`src/rtl/trinity_pkg.sv`:
```
// trinity_pkg: shared constants, FSM state type and command record for the
// trinity_mem command sequencer.
//   BUS_VALID_BIT / BUS_EXEC_BIT : bit positions inside the tile bus word
//   MODE_WRITE                   : tile mode that writes memory
//   seq_state_e                  : sequencer FSM states
//   cmd_t                        : one buffered command (mode + data)
package trinity_pkg;

  localparam int          BUS_VALID_BIT = 7;
  localparam int          BUS_EXEC_BIT  = 2;
  localparam logic [1:0]  MODE_WRITE    = 2'd2;

  typedef enum logic [1:0] {IDLE, DRIVE, WAIT, RESP} seq_state_e;

  typedef struct packed {
    logic [1:0] mode;
    logic [7:0] data;
  } cmd_t;

  // Issue word: valid + exec set, mode in [1:0], everything else zero.
  function automatic logic [7:0] issue_word(input logic [1:0] mode);
    logic [7:0] w;
    w                = 8'h00;
    w[BUS_VALID_BIT] = 1'b1;
    w[BUS_EXEC_BIT]  = 1'b1;
    w[1:0]           = mode;
    return w;
  endfunction

endpackage

```
`src/rtl/trinity_cmd_fifo.sv`:
```
// trinity_cmd_fifo: synchronous FIFO of DEPTH command records.
//   clk, rst      : clock, synchronous active-high reset
//   push, din     : write request (ignored when full)
//   pop, dout     : read request (ignored when empty); dout shows the head
//   full, empty   : occupancy flags from pointer compare
//   level         : number of stored entries
module trinity_cmd_fifo
  import trinity_pkg::*;
#(
  parameter int DEPTH = 4
) (
  input  logic                     clk,
  input  logic                     rst,
  input  logic                     push,
  input  cmd_t                     din,
  input  logic                     pop,
  output cmd_t                     dout,
  output logic                     full,
  output logic                     empty,
  output logic [$clog2(DEPTH):0]   level
);

  localparam int AW = $clog2(DEPTH);

  cmd_t          mem [DEPTH];
  logic [AW:0]   wr_ptr, rd_ptr;
  logic          do_push, do_pop;

  // Pointers carry one extra wrap bit: equal low bits with differing wrap
  // bits means full, identical pointers means empty.
  assign full    = (wr_ptr[AW] != rd_ptr[AW]) && (wr_ptr[AW-1:0] == rd_ptr[AW-1:0]);
  assign empty   = (wr_ptr == rd_ptr);
  assign level   = wr_ptr - rd_ptr;
  assign do_push = push && !full;
  assign do_pop  = pop && !empty;
  assign dout    = mem[rd_ptr[AW-1:0]];

  always_ff @(posedge clk) begin
    if (rst) begin
      wr_ptr <= '0;
      rd_ptr <= '0;
    end else begin
      if (do_push) begin
        mem[wr_ptr[AW-1:0]] <= din;
        wr_ptr              <= wr_ptr + 1'b1;
      end
      if (do_pop) rd_ptr <= rd_ptr + 1'b1;
    end
  end

endmodule

```
`src/rtl/trinity_bus_seq.sv`:
```
// trinity_bus_seq: buffers host commands, issues each one to the trinity_mem
// tile as a single-cycle exec pulse, and returns the tile result.
//   sys_clk, sys_rst          : clock, synchronous active-high reset
//   cmd_valid/ready/mode/data : host command port (valid/ready)
//   rsp_valid/ready/data/mode : response port (valid/ready)
//   tile_data, tile_bus       : drive tile data_in / bus_in
//   tile_result               : tile data_out
//   busy                      : FSM active or commands queued
module trinity_bus_seq
  import trinity_pkg::*;
#(
  parameter int DEPTH = 4
) (
  input  logic       sys_clk,
  input  logic       sys_rst,
  input  logic       cmd_valid,
  output logic       cmd_ready,
  input  logic [1:0] cmd_mode,
  input  logic [7:0] cmd_data,
  output logic       rsp_valid,
  input  logic       rsp_ready,
  output logic [7:0] rsp_data,
  output logic [1:0] rsp_mode,
  output logic [7:0] tile_data,
  output logic [7:0] tile_bus,
  input  logic [7:0] tile_result,
  output logic       busy
);

  seq_state_e            state;
  cmd_t                  head;
  logic                  full, empty, pop;
  logic [$clog2(DEPTH):0] level;
  logic [1:0]            cur_mode;

  // Pop only from IDLE, so the response-handshake cycle (RESP) never pops.
  assign pop       = (state == IDLE) && !empty;
  assign cmd_ready = !full;
  assign busy      = (state != IDLE) || (level != '0);

  trinity_cmd_fifo #(.DEPTH(DEPTH)) u_fifo (
    .clk   (sys_clk),
    .rst   (sys_rst),
    .push  (cmd_valid && cmd_ready),
    .din   ('{mode: cmd_mode, data: cmd_data}),
    .pop   (pop),
    .dout  (head),
    .full  (full),
    .empty (empty),
    .level (level)
  );

  always_ff @(posedge sys_clk) begin
    if (sys_rst) begin
      state     <= IDLE;
      cur_mode  <= 2'd0;
      tile_data <= 8'h00;
      tile_bus  <= 8'h00;
      rsp_valid <= 1'b0;
      rsp_data  <= 8'h00;
      rsp_mode  <= 2'd0;
    end else begin
      unique case (state)
        IDLE: if (!empty) begin
          tile_data <= head.data;
          tile_bus  <= issue_word(head.mode);
          cur_mode  <= head.mode;
          state     <= DRIVE;
        end
        // The tile samples the exec at the edge leaving DRIVE; dropping the
        // bus here guarantees exactly one exec per command.
        DRIVE: begin
          tile_bus <= 8'h00;
          state    <= WAIT;
        end
        WAIT: begin
          rsp_data  <= tile_result;
          rsp_mode  <= cur_mode;
          rsp_valid <= 1'b1;
          state     <= RESP;
        end
        RESP: if (rsp_ready) begin
          rsp_valid <= 1'b0;
          state     <= IDLE;
        end
        default: state <= IDLE;
      endcase
    end
  end

endmodule

```
`config.mk`:
```
export PLATFORM = sky130hd
export DESIGN_NAME = trinity_bus_seq
export DESIGN_NICKNAME = d
export VERILOG_FILES = /design/src/rtl/trinity_pkg.sv /design/src/rtl/trinity_cmd_fifo.sv /design/src/rtl/trinity_bus_seq.sv
export SDC_FILE = /design/constraint.sdc
export NUM_CORES = 1
export LEC_CHECK = 0
export ABC_AREA = 0
export CAP_MARGIN = 20
export CORE_AREA = 2 2 99 101
export DETAILED_ROUTE_END_ITERATION = 10
export DIE_AREA = 0 0 101 103
export HOLD_SLACK_MARGIN = 0.03
export MAX_ROUTING_LAYER = met4
export PLACE_DENSITY = 0.64
export REMOVE_ABC_BUFFERS = 1
export SETUP_SLACK_MARGIN = 0.4
export SLEW_MARGIN = 20
export SYNTH_ARGS = -nofsm -noshare
export SYNTH_HDL_FRONTEND = slang
export SYNTH_SLANG_ARGS = --single-unit
```
`constraint.sdc`:
```
create_clock -name sys_clk -period 3.7 [get_ports sys_clk]
set_input_delay 0.925 -clock sys_clk [delete_from_list [all_inputs] [get_ports sys_clk]]
set_output_delay 0.925 -clock sys_clk [all_outputs]
set_load 0.02 [all_outputs]
```
Word-level counts from Yosys, hierarchy flattened --
Memory sizes are Yosys's and may differ from the RTL's. A register that Yosys moved wholly into a read port is not among the register bits. Index checks and enable logic that the tools add are counted.
Word-level totals: flip-flop bits (word level) 37, bits in latches 0, memory bits (writable) 40, ROM bits 0, bits of input ports 22, output and inout port bits 29, logic and storage cells 51, memories kept 1
Memories:
- u_fifo.mem | depth 4, bits a word 10, rd ports 1, clocked after Yosys merged registers in 1, wr ports 1, line trinity_cmd_fifo.sv:25 | cmd_t mem [DEPTH];
Operators by class: $add $sub $neg 3, multiply operators 0, div/mod/pow operators 0, $lt $le $gt $ge 0, equality and inequality tests 8, shift operators 0, muxes and demuxes 12, bitwise gates (word level) 1, reductions and logical operators 17
Operators with widths (count):
- one-hot mux 8 bit (2 select lines) | 1
- two-way mux 2 bit | 4
- two-way mux 8 bit | 1
- one-hot mux 2 bit (4 select lines) | 1
- AND reduction 2 bit | 4
- adder 3 x 1 -> 3 bit (second input constant) | 2
- nonzero test 2 bit | 3
- logical AND 1 bit | 5
- equality test 2 bit (second input constant) | 2
- two-way mux 1 bit | 4
- != test 2 bit (second input constant) | 2
- equality test 3 bit | 1
- nonzero test 3 bit | 1
- subtractor 3 bit | 1
- equality test 2 x 1 -> 1 bit (second input constant) | 1
- equality test 2 bit | 1
- zero test 1 bit | 2
- zero test 2 bit | 1
- one-hot mux 1 bit (2 select lines) | 1
- logical OR 1 bit | 1
- != test 1 bit | 1
- NOT 1 bit | 1

Logic depth before layout (Yosys ltp) --
Gate-level depths: netlist of run 1.
depth after elaboration 8, gate-level depth with buffers 7, gate-level depth less buffers 5

Cells and area by module --
From an unflattened synthesis of run 1, not the netlist that was laid out.
Unflattened totals: cell total of the unflattened synthesis 245, area, all modules 3126.7 um^2
Modules (own cells, without submodules):
- trinity_cmd_fifo | times used 1, cells an instance 122, area each 2044.5 um^2, seq. area each 1361.3 um^2
- trinity_bus_seq | times used 1, cells an instance 123, area each 1082.3 um^2, seq. area each 520.5 um^2

Worst setup path after synthesis of run 1 --
OpenSTA, ideal clock, no wires.
path type register to output, start point reg u_fifo.wr_ptr[0], end point out busy, arrival 1.345 ns, required time 2.775 ns, path slack 1.430 ns, stages on the path, launching flop included 6, buffers on the path 1, path through dfxtp_1 inv_1 ha_1 and2_1 buf_2 nand3_1
On the way: word-level cells in the longest chain between the ends 3
Ends and longest elaborated chain:
- start: declaration | line trinity_cmd_fifo.sv:26 | logic [AW:0] wr_ptr, rd_ptr;
- start signal: assignment | line trinity_cmd_fifo.sv:45 | wr_ptr <= wr_ptr + 1'b1;
- subtractor 3 bit | line trinity_cmd_fifo.sv:33 | assign level = wr_ptr - rd_ptr;
- nonzero test 3 bit | line trinity_bus_seq.sv:39 | assign busy = (state != IDLE) || (level != '0);
- logical OR 1 bit | line trinity_bus_seq.sv:39
- end: declaration | line trinity_bus_seq.sv:27 | output logic busy
Every way passes these cells.

Worst setup path in the final report of run 1 --
start point reg u_fifo.wr_ptr[2], end point out busy
Same word-level chain as after synthesis.

==> results.md, run 1 <==
* Leakage at 1.37 nW
* Number of fill cells at 890
* Post-route DRC at 0
* CTS Root Cell: clkbuf_8
* Largest net degree at the start of global routing at 41
* Number of synthesized flops with an enable pin at 40
* Synth Instances at 239
* Chip height at 103 microns
* Worst Hold Launch: rsp_valid
* Crit Path Class: reg -> out
* Worst Clk Skew at 0.00762 ns
* Yosys warns at 0
* Psw at 0.000826 W
* Cell variety after synth at 40
* H-tree depth at 3
* Share of post-route cells with drive strength above 1 at 0.122
* Final setup fails at 0
* Slew headroom at 0.505
* ANT cells at 0
* Vias in the first global route at 1,905
* Core box area at 0.00946 sq mm
* Gr busiest metal: met2
* CP Data Arrival Time at 2.22 ns
* Syn-to-layout area delta at 22.8%
* Post-synthesis cell area at 0.00323 sq mm
* Clock sinks at 74
* Setup TNS at 0 ns
* Die Area at 0.0104 sq mm
* Via count at 2,006
* First DRT Iteration DRCs at 179
* Initial core utilization at 0.341
* DR pass1 iterations at 4
* GRT Total Usage at 0.128
* Sequential power share at 0.427
* Worst-margin pin slew at 0.742 ns
* Power Dens Cells at 623 mW/mm^2
* GR Overflow Total at 0
* Cell-internal power at 0.00164 W
* Worst setup EP type: primary output
* Place WS at 0.776 ns
* Yosys reg bits at 74
* Ys flop type: edfxtp_1
* Hold Path Depth at 2
* Post-route antenna net violation count at 0
* CTS Hold Buffers Added at 0
* Total Wirelength at 6140 microns
* Die width at 101 microns
* Clock power frac at 0.263
* R2R Setup Slk at 1.44 ns
* First-pass GRT wire length at 9540 microns
* CP max FO at 18
* Clk buf depth at 2
* TritonCTS buffer count at 9
* Sw frac at 0.334
* Sequential fraction of the synthesis area at 0.583
* Sequential cell area at 0.00188 sq mm
* Setup repair after global routing missed its margin: false
* Combinational fraction of design power at 0.310
* Multi-input logic area at 0.00119 sq mm
* Global Route met1 Usage at 0.156
* Antenna violations before repair at 0
* Most common cell after layout, fill and taps aside: clkdlybuf4s50_1
* Fin crit share at 0.851
* Hold/Removal Path Class: reg -> reg
* Nets at 316
* RD Place Congestion at 0.764
* Met2 Use GR at 0.201
* Final hold violations at 0
* Rows at 36
* FF-to-FF End: u_fifo.mem[2][6]
* Status: finished, final reports clean
* PortBufs at 46
* Min Clock Period, post-route at 3.15 ns
* Hold Path End: rsp_valid
* Met3 Use GR at 0.0407
* Post-synth ARST share at 0
* Wire length per cell at 15.3 microns
* Most frequent cells in the layout: clkdlybuf4s50_1 (46), edfxtp_1 (40), dfxtp_1 (34)
* Max-cap violations at 0
* HPWL Detailed at 4090 microns
* Avg Inst Size Synth at 13.5 sq um
* CTS tree: done
* RR Startpoint: u_fifo.wr_ptr[0]
* CP Data Required Time at 2.77 ns
* Clk pin slew, worst setup/hold paths at 0.08 ns
* Critical Path Source Type: flop
* FF-to-FF path depth at 5
* VDD IR-drop max at 0.231 mV
* Final Max Slew Viols at 0
* Vias per Instance at 5.00
* Clock latency at the later pin of the worst-skew pair at 0.34 ns
* Ports at 51
* # Post-CTS Setup Buffers at 0
* Final worst slack at 0.551 ns
* Max Clk Rate at 318 MHz
==> cells in the mapped netlist (6+ instances only) <==
library cell	n	area share
edfxtp_1	40	0.37
dfxtp_1	34	0.21
inv_1	18	0.021
nor2_1	16	0.019
ha_1	12	0.047
mux2i_1	12	0.037
o211ai_1	11	0.026
mux4_2	10	0.070
clkbuf_1	8	0.0093
nand2_1	7	0.0081
nor2b_1	7	0.014
nand4_1	6	0.012
o311ai_1	6	0.016
==> registers in the layout, indices dropped and copies added (netlist names), named ones only <==
signal,flops
tile_bus,3
rsp_mode,2
u_fifo.mem,40
u_fifo.rd_ptr,3
rsp_valid,1
tile_data,8
cur_mode,2
state,2
rsp_data,8
u_fifo.wr_ptr,3
==> critical path, cell delays in order (launching register included) <==
cell and delay, ns:
dfxtp_1 0.51, xor2_4 0.53, xnor2_1 0.14, nand3_1 0.11
clkdlybuf4s50_1 0.60
==> stage by stage <==
step | utilization | instance area, sq um | power, W | cells | hold WS, ns
6_report | 0.419 | 3960 | 0.00247 | 401 | 0.488
2_1_floorplan | - | 3130 | 0.00155 | 223 | 0.464
5_1_grt | 0.419 | 3960 | 0.00261 | 401 | 0.525
3_3_place_gp | 0.397 | 3750 | 0.00183 | 385 | 0.466
4_1_cts | 0.419 | 3960 | 0.00251 | 401 | 0.495
3_5_place_dp | 0.397 | 3750 | 0.00184 | 385 | 0.476
==> cells by family (layout without fill, tap and decap cells) <==
group	count (synthesis)	in the layout	share of synthesized area
flip-flops	74	74	0.583
AND/OR/NAND/NOR	48	48	0.0756
AO/OA/AOI/OAI	38	38	0.102
buffers and inverters	37	82	0.0528
multiplexers	26	26	0.122
adder cells (fa/ha/maj)	12	12	0.0465
XOR/XNOR	3	3	0.0163
other	1	4	0.00116
==> worst max-delay path by stage <==
| stage | startpoint | to | slack (ns) | cells after the start |
|---|---|---|---|---|
| floorplan | u_fifo.wr_ptr[0] | busy | 1.39 | 4 |
| CTS | u_fifo.wr_ptr[2] | busy | 0.51 | 4 |
| detailed placement | u_fifo.wr_ptr[0] | busy | 0.78 | 5 |
| finish | u_fifo.wr_ptr[2] | busy | 0.55 | 4 |
| global placement | u_fifo.wr_ptr[0] | busy | 0.83 | 5 |
| global route | u_fifo.wr_ptr[2] | busy | 0.44 | 4 |
==> what timing repair did <==
action,CTS,global route
endpoints found under the setup margin,1,0
hold endpoints to repair,0,0
gates resized for setup,1,0
==> power by group through the flow <==
stage	combinational, W	sequential (W)	clock [W]
6_report	0.000766	0.00105	0.000649
5_1_grt	0.000828	0.00107	0.000711
4_1_cts	0.000770	0.00106	0.000674
3_5_place_dp	0.000765	0.00108	0
3_3_place_gp	0.000755	0.00107	0
2_1_floorplan	0.000433	0.00112	0
==> final cells by class <==
class | count | share of cell area
multi-input combinational | 131 | 0.299
tap | 114 | 0.0360
clock buffer | 9 | 0.0313
timing repair buffer | 48 | 0.120
inverter | 18 | 0.0171
clock inverter | 7 | 0.0212
sequential | 74 | 0.475
==> per-layer routing <==
| metal | part of all wire | wire length, microns | up-vias |
|---|---|---|---|
| met5 | 0 | 0 | - |
| met4 | 0.0062 | 38 | 0 |
| met3 | 0.058 | 358 | 4 |
| met2 | 0.48 | 2970 | 61 |
| met1 | 0.45 | 2770 | 967 |
| li1 | - | - | 974 |
Power figures use the tool's default switching activity.
==> run 2: changes to the inputs <==
- CAP_MARGIN: 20 -> unset
- CORE_AREA: 2 2 99 101 -> 2 2 106 108
- DIE_AREA: 0 0 101 103 -> 0 0 108 110
- PLACE_DENSITY: 0.64 -> 0.58
- SLEW_MARGIN: 20 -> unset
==> results.md, run 2 (synthesized netlist as in run 1, its figures left out) <==
* Status: finished, final reports clean
* Wire length per cell at 15.3 microns (-0.12%)
* # Post-CTS Setup Buffers at 0 (unchanged)
* FF-to-FF End: u_fifo.mem[1][6]
* RR Startpoint: u_fifo.wr_ptr[0]
* Clk buf depth at 2 (unchanged)
* CP Data Required Time at 2.77 ns (about the same)
* Worst setup EP type: primary output
* Die Area at 0.0119 sq mm (+14%)
* RD Place Congestion at 0.738 (-3.4%)
* Post-route DRC at 0 (unchanged)
* Largest net degree at the start of global routing at 41 (unchanged)
* VDD IR-drop max at 0.213 mV (-8.0%)
* Clk pin slew, worst setup/hold paths at 0.08 ns (about the same)
* Vias per Instance at 4.73 (-5.4%)
* Chip height at 110 microns (+6.8%)
* Final hold violations at 0 (unchanged)
* Worst Hold Launch: rsp_valid
* Setup repair after global routing missed its margin: false
* Share of post-route cells with drive strength above 1 at 0.125 (+0.00305)
* Crit Path Class: reg -> out
* Max reg flops at 40 (unchanged)
* Leakage at 1.39 nW (+1.2%)
* H-tree depth at 3 (unchanged)
* Die width at 108 microns (+6.9%)
* Hold Path Depth at 2 (unchanged)
* Most frequent cells in the layout: clkdlybuf4s50_1 (46), edfxtp_1 (40), dfxtp_1 (34)
* Initial core utilization at 0.302 (-0.0395)
* TritonCTS buffer count at 9 (unchanged)
* Hold/Removal Path Class: reg -> reg
* Worst Clk Skew at 0.00982 ns (+0.00220 ns)
* CP max FO at 11 (-7)
* Worst-margin pin slew at 0.733 ns (-0.00875 ns)
* DR pass1 iterations at 4 (unchanged)
* First DRT Iteration DRCs at 61 (-66%)
* PostCTS Resize Cnt at 1 (unchanged)
* Max Clk Rate at 323 MHz (+1.6%)
* Power Dens Cells at 632 mW/mm^2 (+1.3%)
* CP Data Arrival Time at 2.17 ns (-0.05 ns)
* Critical Path Source Type: flop
* Multi-input logic area at 0.00119 sq mm (unchanged)
* PortBufs at 46 (unchanged)
* Max-cap violations at 0 (unchanged)
* CP peak stage delay at 0.61 ns (about the same)
* Sequential cell area at 0.00188 sq mm (unchanged)
* ANT cells at 0 (unchanged)
* Slowest-stage cell, CP: clkdlybuf4s50_1
* Antenna violations before repair at 0 (unchanged)
* CTS Hold Buffers Added at 0 (unchanged)
* Clock sinks at 74 (unchanged)
* Slew headroom at 0.511 (+0.00584)
* CTS tree: done
* Rows at 38 (+5.6%)
* Ports at 51 (unchanged)
* Most common cell after layout, fill and taps aside: clkdlybuf4s50_1
* GR Overflow Total at 0 (unchanged)
* FF-to-FF path depth at 5 (unchanged)
* R2R Setup Slk at 1.43 ns (about the same)
* Final Max Slew Viols at 0 (unchanged)
* Syn-to-layout area delta at 24.6%
* Post-route antenna net violation count at 0 (unchanged)
* Final setup fails at 0 (unchanged)
* Total Wirelength at 6550 microns (+6.6%)
* Nets at 317 (+0.32%)
* Core box area at 0.0107 sq mm (+13%)
* Fin crit share at 0.838 (-0.0132)
* Worst hold slack at 0.491 ns (+0.00263 ns)
* First-pass GRT wire length at 10,800 microns (+14%)
* Clock latency at the later pin of the worst-skew pair at 0.36 ns (+0.02 ns)
* HPWL Detailed at 4290 microns (+4.8%)
* Worst-path cell chain: inv_1 -> ha_1 -> and2_2 -> nand3_1 -> clkdlybuf4s50_1
* Hold Path End: rsp_valid
* Number of fill cells at 1,048 (+18%)
* GRT Total Usage at 0.126 (-0.00212)
* Vias in the first global route at 2,056 (+7.9%)
* CTS Root Cell: clkbuf_8
* Setup TNS at 0 ns (unchanged)
* Via count at 2,025 (+0.95%)
* Min Clock Period, post-route at 3.10 ns (-0.0488 ns)
run 2: how the worst max path moves through the flow:
| stage | from | end | slack (ns) | depth (start not counted) |
|---|---|---|---|---|
| 2_1_floorplan | u_fifo.wr_ptr[0] | busy | 1.39 | 4 |
| 3_3_place_gp | u_fifo.wr_ptr[0] | cmd_ready | 0.82 | 5 |
| 3_5_place_dp | u_fifo.wr_ptr[0] | cmd_ready | 0.81 | 5 |
| 4_1_cts | u_fifo.wr_ptr[0] | cmd_ready | 0.57 | 5 |
| 5_1_grt | u_fifo.wr_ptr[0] | busy | 0.48 | 5 |
| 6_report | u_fifo.wr_ptr[0] | busy | 0.60 | 5 |
run 2: final cells by class:
| type | instances | share of cell area |
|---|---|---|
| inverter | 18 | 0.0168 |
| clock buffer | 9 | 0.0308 |
| sequential | 74 | 0.468 |
| timing repair buffer | 49 | 0.120 |
| multi-input combinational | 131 | 0.295 |
| clock inverter | 7 | 0.0249 |
| tap | 140 | 0.0436 |
run 2: per-layer routing:
metal / global-route usage / part of all wire / up-vias
li1: - / - / 975
met1: 0.155 / 0.46 / 988
met2: 0.197 / 0.47 / 57
met3: 0.0400 / 0.052 / 5
met4: 0.0421 / 0.0087 / 0
met5: - / 0 / -
run 2: critical path: cells and delay by family (launching register included):
family / cells / cell delay, ns
and+or+nand+nor: 2 / 0.40
DFF: 1 / 0.38
adders and majority gates: 1 / 0.31
buffers and inverters: 2 / 0.72
run 2: through the flow:
| step | setup slack [ns] | utilization | instance area [sq um] | power, W | cells |
|---|---|---|---|---|---|
| floorplan | 1.39 | - | 3130 | 0.00155 | 223 |
| global placement | 0.821 | 0.355 | 3790 | 0.00185 | 412 |
| detailed placement | 0.805 | 0.355 | 3790 | 0.00185 | 412 |
| CTS | 0.572 | 0.376 | 4020 | 0.00257 | 428 |
| global route | 0.479 | 0.376 | 4020 | 0.00269 | 428 |
| finish | 0.600 | 0.376 | 4020 | 0.00254 | 428 |
run 2: report_power, final:
part	total (W)	switching, W	leakage (nW)	internal, W
sequential	0.00106	0.0000933	0.641	0.000964
clock	0.000705	0.000320	0.114	0.000385
combinational	0.000775	0.000417	0.634	0.000358
total	0.00254	0.000830	1.39	0.00171
==> RTL change 1: new RTL, flow settings as in run 1 <==
`DEPTH` is set to 4 in 2 places; all go to 2.
--- a/src/rtl/trinity_cmd_fifo.sv
+++ b/src/rtl/trinity_cmd_fifo.sv
@@ -7,7 +7,7 @@
 module trinity_cmd_fifo
   import trinity_pkg::*;
 #(
-  parameter int DEPTH = 4
+  parameter int DEPTH = 2
 ) (
   input  logic                     clk,
   input  logic                     rst,
--- a/src/rtl/trinity_bus_seq.sv
+++ b/src/rtl/trinity_bus_seq.sv
@@ -9,7 +9,7 @@
 module trinity_bus_seq
   import trinity_pkg::*;
 #(
-  parameter int DEPTH = 4
+  parameter int DEPTH = 2
 ) (
   input  logic       sys_clk,
   input  logic       sys_rst,
Behaviour: not the same (a bounded check fails within 4 cycles, from zero or initial values and one cycle with sys_rst high).
==> RTL change 1 against run 1 <==
Synthesized cell count down 21%; area after synthesis fell by 30%; wire length shrank 32%; design area shrank 27%; worst setup slack better by 0.17 ns; power decreased by 25%; die area unchanged; sequential cell count decreased by 23.
==> RTL change 1: results (changes against run 1) <==
STA:
- The clock tree skew after final layout came to 0.00318 ns (-0.00444 ns).
- The worst hold slack after final layout came to 0.499 ns (+0.0109 ns).
- The normalized max-slew margin came to 31.5% (-19 points).
- The final period demand of the worst path is 2.97 ns (-0.175 ns).

Global routing:
- The pin count of the biggest net entering global routing came to 52 (+27%).
- The number of global-route vias before repair is 1,488 (-22%).
- The first-pass GRT wire length is 6930 µm (-27%).
- The total routing usage reported by global routing is 8.69% (-4.1 points).

CTS:
- The number of H-tree levels was 2 (-1).
- The post-cts sizing count is 0 (-1).
- The clock network latency to the later pin of the worst-skew pair came to 0.30 ns (-0.04 ns).
- The number of clock buffers inserted by TritonCTS is 5 (-4).

Critical path:
- The endpoint arrival time on the critical path is 2.05 ns (-0.17 ns).
- On the critical path the largest part of the delay comes from buffers and inverters.
- In this run the worst setup path begins at u_fifo.wr_ptr[0].
- The internal reg-to-reg setup slack was 1.30 ns (-0.14 ns).
- The largest fanout of any net on the critical path was 8 (-10).

Outcome:
- The flow ran to the end, and the final reports show no timing, DRC or antenna violations.

Finish:
- The number of flip-flops under the largest register name is 20 (-50%).
- The post-route non-filler standard cell count is 345 (-14%).

Logic synthesis:
- The distinct cell type count of the synthesized netlist is 37 (-7.5%).
- The fraction of the yosys area taken by sequential cells is 54.0% (-4.4 points).
- The number of enable-type register cells in the synthesized netlist is 20 (-50%).
- The number of standard cells after synthesis is 189 (-21%).
- The commonest cells after synthesis are 31 x dfxtp_1, 25 x nor2_1, 23 x mux2i_1, 20 x edfxtp_1, 14 x nor2b_1.
- Ranked by total cell area, the synthesized netlist is headed by dfxtp_1 27%, edfxtp_1 27%, mux2i_1 10%, mux2_4 5.3%, nor2_1 4.1%.

Detailed routing:
- The average wire length per cell after detail routing is 12.1 µm (-21%).
- The first-iteration detailed-routing DRC count is 42 (-77%).

Placement:
- The worst slack after detailed placement is 1.05 ns (+0.269 ns).
- The number of cells in the design after placement was 337 (-12%).
- The placer's final routability congestion estimate is 0.734 (-4.0%).
- The post-place instance area is 2800 µm² (-26%).
- The HPWL after detailed placement is 2940 µm (-28%).

Pwr:
- The maximum vdd drop is 0.222 mV (-4.1%).
- The static leakage is 0.00107 µW (-22%).
RTL change 1: cell types whose count changed after synthesis, sizes merged, moves of 5 or more:
cell and change:
mux2i +11, nor2b +7, mux2 +9, ha -6
nand4 -5, o311ai -10, inv -13, mux4 -10
nor2 +9, o211ai -11, edfxtp -20
RTL change 1: logic make-up after synthesis:
logic type,share of synthesized area [%]
compound gates,5.36
mux,18.0
flops,54.0
simple gates,13.0
buf+inv,4.70
xor+xnor,1.49
other cells,0.166
fa+ha+maj,3.32
RTL change 1: report_power, final:
| group | switching [µW] | internal [µW] |
|---|---|---|
| clock network | 191 | 139 |
| logic | 371 | 381 |
| registers | 72.0 | 695 |
RTL change 1: layout make-up:
cell class	instances	area, µm²
clock buffer	5	68.8
inverter	5	18.8
clock inverter	3	26.3
sequential	51	1220
multi-input combinational	121	957
fill	991	6570
timing repair buffer	46	455
tap	114	143
RTL change 1: metal layers:
layer  part of all wire [%]  up-vias  GRT usage [%]
li1                       -      728              -
met1                     47      669           9.82
met2                     48       42           15.0
met3                    5.1        2           2.51
met4                   0.19        0           2.49
met5                      0        -              -
RTL change 1: worst reg2reg max path: stages, from the launching register on:
cell     delay (ns)
dfxtp_1        0.39
inv_1          0.10
ha_1           0.43
inv_1          0.14
o21ai_2        0.83
mux2_2         0.42
RTL change 1: how the worst min path moves through the flow:
stage / cells after the start / startpoint / end
global placement: 2 / rsp_data[0] / rsp_data[0]
finish: 2 / rsp_data[1] / rsp_data[1]
CTS: 2 / rsp_data[0] / rsp_data[0]
detailed placement: 2 / cur_mode[1] / rsp_mode[1]
floorplan: 2 / cur_mode[0] / rsp_mode[0]
global route: 2 / rsp_data[1] / rsp_data[1]
==> RTL change 2: new RTL, flow settings as in run 1 <==
Made on the original files. Add an input register stage for `cmd_mode`; this delays it by one clock. The other inputs are not delayed to match.
--- a/src/rtl/trinity_bus_seq.sv
+++ b/src/rtl/trinity_bus_seq.sv
@@ -27,6 +27,12 @@
   output logic       busy
 );
 
+  logic [1:0] cmd_mode_q;
+
+  always_ff @(posedge sys_clk) begin
+    cmd_mode_q <= cmd_mode;
+  end
+
   seq_state_e            state;
   cmd_t                  head;
   logic                  full, empty, pop;
@@ -42,7 +48,7 @@
     .clk   (sys_clk),
     .rst   (sys_rst),
     .push  (cmd_valid && cmd_ready),
-    .din   ('{mode: cmd_mode, data: cmd_data}),
+    .din   ('{mode: cmd_mode_q, data: cmd_data}),
     .pop   (pop),
     .dout  (head),
     .full  (full),
Check against the original RTL: not equivalent (a bounded check fails within 4 cycles, from zero or initial values and one cycle with sys_rst high).
==> RTL change 2 against run 1 <==
Sequential cell count up 2; design area increased by 1.7%; power grew 15%; worst setup slack got worse by 0.0042 ns; die area did not move; critical path type unchanged; wire length up 5.4%; via count is 1.3% higher; area after synthesis grew 1.7%; count of clock-buffer cells in the layout did not move; hold slack improved by 0.0056 ns; core utilization rose by 0.71 points.
==> RTL change 2: results (changes against run 1) <==
STA:
- The worst hold slack after final layout is 0.494 ns (+0.00560 ns).
- The clock tree skew after final layout is 0.0102 ns (+0.00260 ns).
- The maximum clock frequency is 317 MHz (-0.13%).

Logic synthesis:
- In the synthesized netlist, the cells that appear most often are 40 x edfxtp_1, 36 x dfxtp_1, 18 x inv_1, 15 x nor2_1.
- The fraction of the yosys area taken by sequential cells was 58.6% (+0.26 points).
- The distinct cell type count of the synthesized netlist is 42 (+5.0%).
- The average size of a mapped cell was 13.5 µm² (about the same).
- By area the synthesized netlist is led by edfxtp_1 37%, dfxtp_1 22%, mux4_2 6.9%, ha_1 4.6%, mux2i_1 3.7%.

Pwr:
- The static leakage is 0.00139 µW (+1.3%).
- The maximum vdd drop is 0.288 mV (+24%).

Critical path:
- The endpoint of the lowest-slack register-to-register path is u_fifo.mem[3][0].
- The internal reg-to-reg setup slack is 1.39 ns (-0.05 ns).

Finish:
- The number of fill cells is 889 (-0.11%).
- The area share of buffers outside the clock network is 12.0% (-0.015 points).
- The sequential portion of the cell area is 47.7% (+0.20 points).
- The fraction of final layout cells with drive strength greater than 1 was 13.1% (+0.86 points).
- The non-clock inverter instance count of the final layout came to 19 (+1).
- The multi-input logic portion of the cell area is 29.5% (-0.47 points).
- The post-route non-filler standard cell count is 405 (+1.0%).
- The area of the multi-input gates is 1190 µm² (+0.11%).

Placement:
- The number of cells in the design after placement came to 389 (+1.0%).
- The placer's final routability congestion estimate was 0.745 (-2.5%).
- The post-place instance area was 3800 µm² (+1.4%).
- The HPWL after detailed placement came to 4260 µm (+4.1%).
- The worst slack after detailed placement was 0.719 ns (-0.0577 ns).

Global routing:
- The first-pass GRT wire length is 10,400 µm (+9.1%).
- The total routing usage reported by global routing is 13.7% (+0.94 points).

Outcome:
- The run finished with clean final reports.

Detailed routing:
- The via count is 2,033 (+1.3%).
-- RTL change 2: cell count changes after synthesis, sizes merged, moves of 2 or more --
cell | run 1 | this run
nand4 | 6 | 8
or3 | 4 | 2
buf | 11 | 13
dfxtp | 34 | 36
-- RTL change 2: routing by layer --
metal	up-vias	wire (µm)	part of all wire (%)	GRT usage [%]
li1	994	-	-	-
met1	976	3020	47	16.5
met2	51	3080	48	22.1
met3	12	271	4.2	2.98
met4	0	102	1.6	6.34
met5	-	0	0	-
-- RTL change 2: power breakdown --
part           total [µW]  leakage [µW]  internal (µW)  switching, µW
clock network         703      0.000111            383            319
registers            1150      0.000658           1020            130
logic                 983      0.000621            463            520
-- RTL change 2: cells by family (layout without fill, tap and decap cells) --
kind of cell    Yosys count  in the layout  share of synthesized area, %
flops                    76             76                          58.6
simple gates             47             47                          7.59
compound gates           40             40                          10.5
buf+inv                  39             84                          5.57
mux                      25             25                          11.7
fa+ha+maj                12             12                          4.58
xor+xnor                  3              3                          1.37
other cells               1              4                         0.114
